File: src/rtl/ad5791_stream_monitor.sv
`default_nettype none
// ============================================================================
// Module   : ad5791_stream_monitor
// Purpose  : Deserializes the SYNC-framed AD5791 serial link from the
//            pin readback into NUM_DAC parallel words.
// Revision : 1.0 - initial release
// ============================================================================
module ad5791_stream_monitor #(
    parameter int NUM_DAC     = 4,
    parameter int FRAME_BITS  = 24,
    parameter int SYNC_STAGES = 2
) (
    input  logic                          a_clk,
    input  logic                          reset,
    input  logic                          enable,
    input  logic [7:0]                    RP_exp_in,
    output logic [NUM_DAC*FRAME_BITS-1:0] dac_word,
    output logic                          dac_valid,
    output logic                          frame_error,
    output logic [5:0]                    bit_count,
    output logic [31:0]                   frame_count
);

    localparam int         c_W        = NUM_DAC * FRAME_BITS;
    // Idle pin levels: serial clock (bit 0) and sync (bit 3) high.
    localparam logic [5:0] c_PIN_IDLE = 6'b001001;
    // Pin index carrying each lane's data, lane 0 in the low field.
    localparam logic [23:0] c_LANE_PIN = {6'd5, 6'd4, 6'd2, 6'd1};
    localparam logic [5:0] c_CNT_MAX  = 6'd63;
    localparam logic [5:0] c_FRAME_LEN = 6'(FRAME_BITS);

    localparam logic [0:0] S_IDLE  = 1'b0;
    localparam logic [0:0] S_SHIFT = 1'b1;

    logic [5:0]         r_sync [SYNC_STAGES];
    logic [5:0]         r_hist;
    logic [5:0]         w_cur;
    logic [NUM_DAC-1:0] w_lane_bit;
    logic               w_unused_pins;

    logic               r_fall_clk;
    logic               r_fall_sync;
    logic               r_rise_sync;
    logic [NUM_DAC-1:0] r_data;

    logic [0:0]         r_state, w_state;
    logic [5:0]         r_cnt, w_cnt;
    logic [c_W-1:0]     r_shift, w_shift;
    logic [c_W-1:0]     w_word;
    logic               w_valid, w_err;
    logic [5:0]         w_bit_count;
    logic [31:0]        w_frame_count;

    assign w_cur         = r_sync[SYNC_STAGES-1];
    assign w_unused_pins = ^{RP_exp_in[7:6], w_cur};

    for (genvar k = 0; k < NUM_DAC; k++) begin : g_lane
        assign w_lane_bit[k] = w_cur[c_LANE_PIN[k*6 +: 6]];
    end

    // Synchronizer, history flop and registered edge strobes; the data
    // bits are registered alongside so they stay aligned with the strobes.
    always_ff @(posedge a_clk) begin
        if (reset) begin
            for (int i = 0; i < SYNC_STAGES; i++) r_sync[i] <= c_PIN_IDLE;
            r_hist      <= c_PIN_IDLE;
            r_fall_clk  <= 1'b0;
            r_fall_sync <= 1'b0;
            r_rise_sync <= 1'b0;
            r_data      <= '0;
        end else begin
            r_sync[0] <= RP_exp_in[5:0];
            for (int i = 1; i < SYNC_STAGES; i++) r_sync[i] <= r_sync[i-1];
            r_hist      <= w_cur;
            r_fall_clk  <= r_hist[0] & ~w_cur[0];
            r_fall_sync <= r_hist[3] & ~w_cur[3];
            r_rise_sync <= ~r_hist[3] & w_cur[3];
            r_data      <= w_lane_bit;
        end
    end

    always_ff @(posedge a_clk) begin
        if (reset) begin
            r_state     <= S_IDLE;
            r_cnt       <= '0;
            r_shift     <= '0;
            dac_word    <= '0;
            dac_valid   <= 1'b0;
            frame_error <= 1'b0;
            bit_count   <= '0;
            frame_count <= '0;
        end else begin
            r_state     <= w_state;
            r_cnt       <= w_cnt;
            r_shift     <= w_shift;
            dac_word    <= w_word;
            dac_valid   <= w_valid;
            frame_error <= w_err;
            bit_count   <= w_bit_count;
            frame_count <= w_frame_count;
        end
    end

    always_comb begin
        w_state       = r_state;
        w_cnt         = r_cnt;
        w_shift       = r_shift;
        w_word        = dac_word;
        w_valid       = 1'b0;
        w_err         = 1'b0;
        w_bit_count   = bit_count;
        w_frame_count = frame_count;
        case (r_state)
            S_IDLE: begin
                if (enable && r_fall_sync) begin
                    w_state = S_SHIFT;
                    w_cnt   = '0;
                    w_shift = '0;
                end
            end
            S_SHIFT: begin
                if (!enable) begin
                    w_state = S_IDLE;
                end else begin
                    // Shift first so a coincident close sees the new bit.
                    if (r_fall_clk) begin
                        for (int k = 0; k < NUM_DAC; k++)
                            w_shift[k*FRAME_BITS +: FRAME_BITS] =
                                {r_shift[k*FRAME_BITS +: FRAME_BITS-1], r_data[k]};
                        if (r_cnt != c_CNT_MAX) w_cnt = r_cnt + 6'd1;
                    end
                    if (r_rise_sync) begin
                        if (w_cnt == c_FRAME_LEN) begin
                            w_word        = w_shift;
                            w_valid       = 1'b1;
                            w_frame_count = frame_count + 32'd1;
                        end else begin
                            w_err = 1'b1;
                        end
                        w_bit_count = w_cnt;
                        w_state     = S_IDLE;
                    end
                end
            end
            default: w_state = S_IDLE;
        endcase
    end

endmodule
`default_nettype wire
File: config.mk
export PLATFORM = sky130hd
export DESIGN_NAME = ad5791_stream_monitor
export DESIGN_NICKNAME = d
export VERILOG_FILES = /design/src/rtl/ad5791_stream_monitor.sv
export SDC_FILE = /design/constraint.sdc
export NUM_CORES = 1
export LEC_CHECK = 0
export CORE_MARGIN = 10
export CORE_UTILIZATION = 49
export DETAILED_ROUTE_END_ITERATION = 7
export PLACE_DENSITY = 0.76
export SLEW_MARGIN = 20
export SYNTH_ARGS = -nofsm -noshare
export SYNTH_HDL_FRONTEND = slang
export SYNTH_SLANG_ARGS = --single-unit
File: constraint.sdc
create_clock -name a_clk -period 2.29 [get_ports a_clk]
set_input_delay 0.687 -clock a_clk [delete_from_list [all_inputs] [get_ports a_clk]]
set_output_delay 0.687 -clock a_clk [all_outputs]
set_load 0.05 [all_outputs]
==> reports/metrics.cfg, run 1 <==
[outcome]
outcome = completed

[timing]
fin_crit_sh_pct = 97.64
fmax_ghz = 0.4472
worst_slack_ns = 0.05407
hold_viol_final = 0
min_period_ns = 2.236
rsz0062_at_grt = true
relSlewSlack_pct = 47.09
finClkSkew_ns = 0.01340
setup_violations = 0
worst_pin_slew_ns = 0.7937
slew_violations = 0

[floorplanning]
initial_core_util_pct = 49.48
io_pins = 147
dieHeight_um = 165.2
die-area_um2 = 27300
core_um2 = 20890
dieWidth_um = 165.2
std_cell_rows = 53

[critical_path]
cp-start-kind = flop
required_ns = 2.74
cp-end-kind = flop
crit_type = reg2reg
arrival_ns = 2.68
cp-startpoint = r_cnt[0]
worstSetupEndpoint = frame_count[19]
rr_startpoint = r_cnt[0]
reg2reg_depth = 8
rrSetupSlack_ns = 0.05
reg2reg_to = frame_count[19]
worst-path-max-fanout = 5

[logic_synthesis]
seq_area_frac_synth_pct = 50.36
yosys_warnings = 0
syn_area_um2 = 10330
synth_most_common_cell = dfxtp_1
synth_ff_type = dfxtp_1
syn_area_per_cell_um2 = 9.438
ys_ff_latch = 260
synth.area.top_cells = dfxtp_1 50%, mux2i_1 9.4%, nor2_1 7.7%
synth_common_cells = 260 x dfxtp_1, 213 x nor2_1, 99 x a22oi_1, 97 x mux2i_1, 96 x a211oi_1
ys_types = 54
netlist.area_leader.share_pct = 50.36
synthCells = 1095
postSynthNetCount = 1108
synth_enable_flop_cells = 0
synthArstFlopShare_pct = 0
yosysTopAreaCell = dfxtp_1

[placed_design]
pre_cts_ws_ns = -0.3340
place_inst = 1477
place_congestion = 0.8489
port_buffers = 144
dpl.hpwl_mm = 15.81
placed_area_um2 = 12330

[route]
routed_wl_mm = 24.90
via_count = 8540
dr.first_iter.drc_count = 565
drc = 0
wl_per_cell_um = 16.31
via_per_inst = 5.593
firstDrtPassIters = 5
antenna_left = 0

[finish]
num-nets-final = 1249
drive_gt1_share_pct = 15.97
fillers = 1775
diodes = 0
multi_input_comb_area_um2 = 4871
area_growth_pct = 28.62
seq_area_um2 = 5241
finalNonFillerCells = 1527
stdcell_area_um2 = 13290
final_core_util_pct = 63.64

[pwr]
leakage_uw = 0.004896
irDropWorstVdd_mv = 0.6585
p_per_area_nw_per_um2 = 669.3
finalPower_uw = 8896

[clocking]
path_clk_slew_ns = 0.06
cts_made_buffers = 26
clk_latency_ns = 0.53
htree_num_levels = 1
root_buffer = clkbuf_16
cts.path.max_buffers = 3
cts.sinks = 260
cts_tree = done

[global_route]
grt_pass1_vias = 7980
antenna_found_initial = 1
grt_usage_pct = 17.02
grt_pass1_wl_mm = 39.76
grt_max_degree = 76
grt_overflow = 0

[hold_path]
hp-class = reg2reg

[flow_run]
cap_viol_max_count = 0

## stage by stage
step	setup TNS (ns)	hold slack [ns]
2_1_floorplan	0	0.3895
3_3_place_gp	-21.60	0.3895
3_5_place_dp	-23.59	0.3974
4_1_cts	0	0.4074
5_1_grt	-2.534	0.4228
6_report	0	0.4025
## worst min-delay path by stage
stage                  from      endpoint  cells after the start
6_report          r_hist[0]    r_fall_clk                      2
5_1_grt           r_hist[0]    r_fall_clk                      2
4_1_cts           r_hist[0]    r_fall_clk                      2
3_5_place_dp   r_sync[0][3]  r_sync[0][9]                      1
3_3_place_gp      r_hist[0]    r_fall_clk                      2
2_1_floorplan  r_sync[0][0]  r_sync[0][6]                      1
## kinds of logic after synthesis
kind of cell / Yosys count / share of synthesized area (%)
buffers and inverters: 103 / 4.334
XOR/XNOR: 7 / 0.5932
flip-flops: 260 / 50.36
AND/OR/NAND/NOR: 345 / 15.68
multiplexers: 100 / 9.722
adder cells (fa/ha/maj): 2 / 0.2421
AO/OA/AOI/OAI: 278 / 19.07
## repair_timing
action,in CTS,in global routing
setup endpoints to repair,124,114
hold buffers,0,0
pin swaps,2,15
hold endpoints to repair,0,0
setup buffers,0,3
cloned,0,3
gates resized for setup,123,41
## layout by cell type, fill, tap and decap left out, types with 4 or more instances in the layout
cell / count
nand3_1: 9
dlygate4sd2_1: 120
buf_6: 4
buf_4: 56
or4_1: 6
nor2b_1: 15
nor2_1: 213
o31ai_1: 9
xnor2_1: 4
dfxtp_1: 237
nand2_1: 33
or4_4: 4
or3_1: 8
inv_1: 10
o21ai_0: 20
or2_2: 8
nand4_1: 10
a22oi_1: 99
a21oi_1: 24
mux2i_1: 97
o41ai_1: 4
or3_4: 4
dfxtp_2: 20
and3_1: 7
clkdlybuf4s50_1: 7
clkbuf_8: 8
a21oi_2: 9
a211oi_2: 7
clkinv_2: 6
clkbuf_16: 29
a211oi_1: 89
buf_12: 15
## sequential cells by signal, summed over array words and instances, names as in the netlist, 2 cells and up
name and flops:
bit_count 6, r_sync 12, r_hist 4, r_shift 96
r_data 2, frame_count 32, r_cnt 6, dac_word 96
## critical path, cell delays in order (launching register included)
cell and delay [ns]:
dfxtp_4 0.35, buf_4 0.15, and3_4 0.17, nor4_4 0.27, buf_4 0.17, o2bb2ai_2 0.11, nor4_4 0.30, or4b_1 0.49
a21oi_2 0.15
## area by class of cell
class / instances / area share, %
flip-flops and latches: 260 / 39.43
multi-input cells: 732 / 36.64
repair buffers: 206 / 14.71
clock buffers: 37 / 5.892
well taps: 275 / 2.588
clock inverters: 7 / 0.4518
inverters: 10 / 0.2824
## where the power goes
part / switching (uW) / leakage, uW / internal (uW)
Clock: 1720 / 0.000424 / 2470
Sequential: 5.52 / 0.00211 / 4530
Combinational: 118 / 0.00236 / 56.2
## metal layers
metal	vias to the layer above	wire, um	global-route usage, %	part of all wire (%)
li1	4273	-	-	-
met1	4044	11300	22.33	45
met3	39	1664	4.016	6.7
met5	-	13	0	0.052
met4	2	463	4.750	1.9
met2	182	11460	27.40	46
Note: power is estimated with default switching activity, not from simulation.
==> run 2: changes to the inputs <==
--- a/config.mk
+++ b/config.mk
@@ -9,7 +9,6 @@
 export CORE_UTILIZATION = 49
 export DETAILED_ROUTE_END_ITERATION = 7
 export PLACE_DENSITY = 0.76
-export SLEW_MARGIN = 20
 export SYNTH_ARGS = -nofsm -noshare
 export SYNTH_HDL_FRONTEND = slang
 export SYNTH_SLANG_ARGS = --single-unit
==> results of run 2 <==
No change in the layout: final DEF, timing and power equal those of run 1.
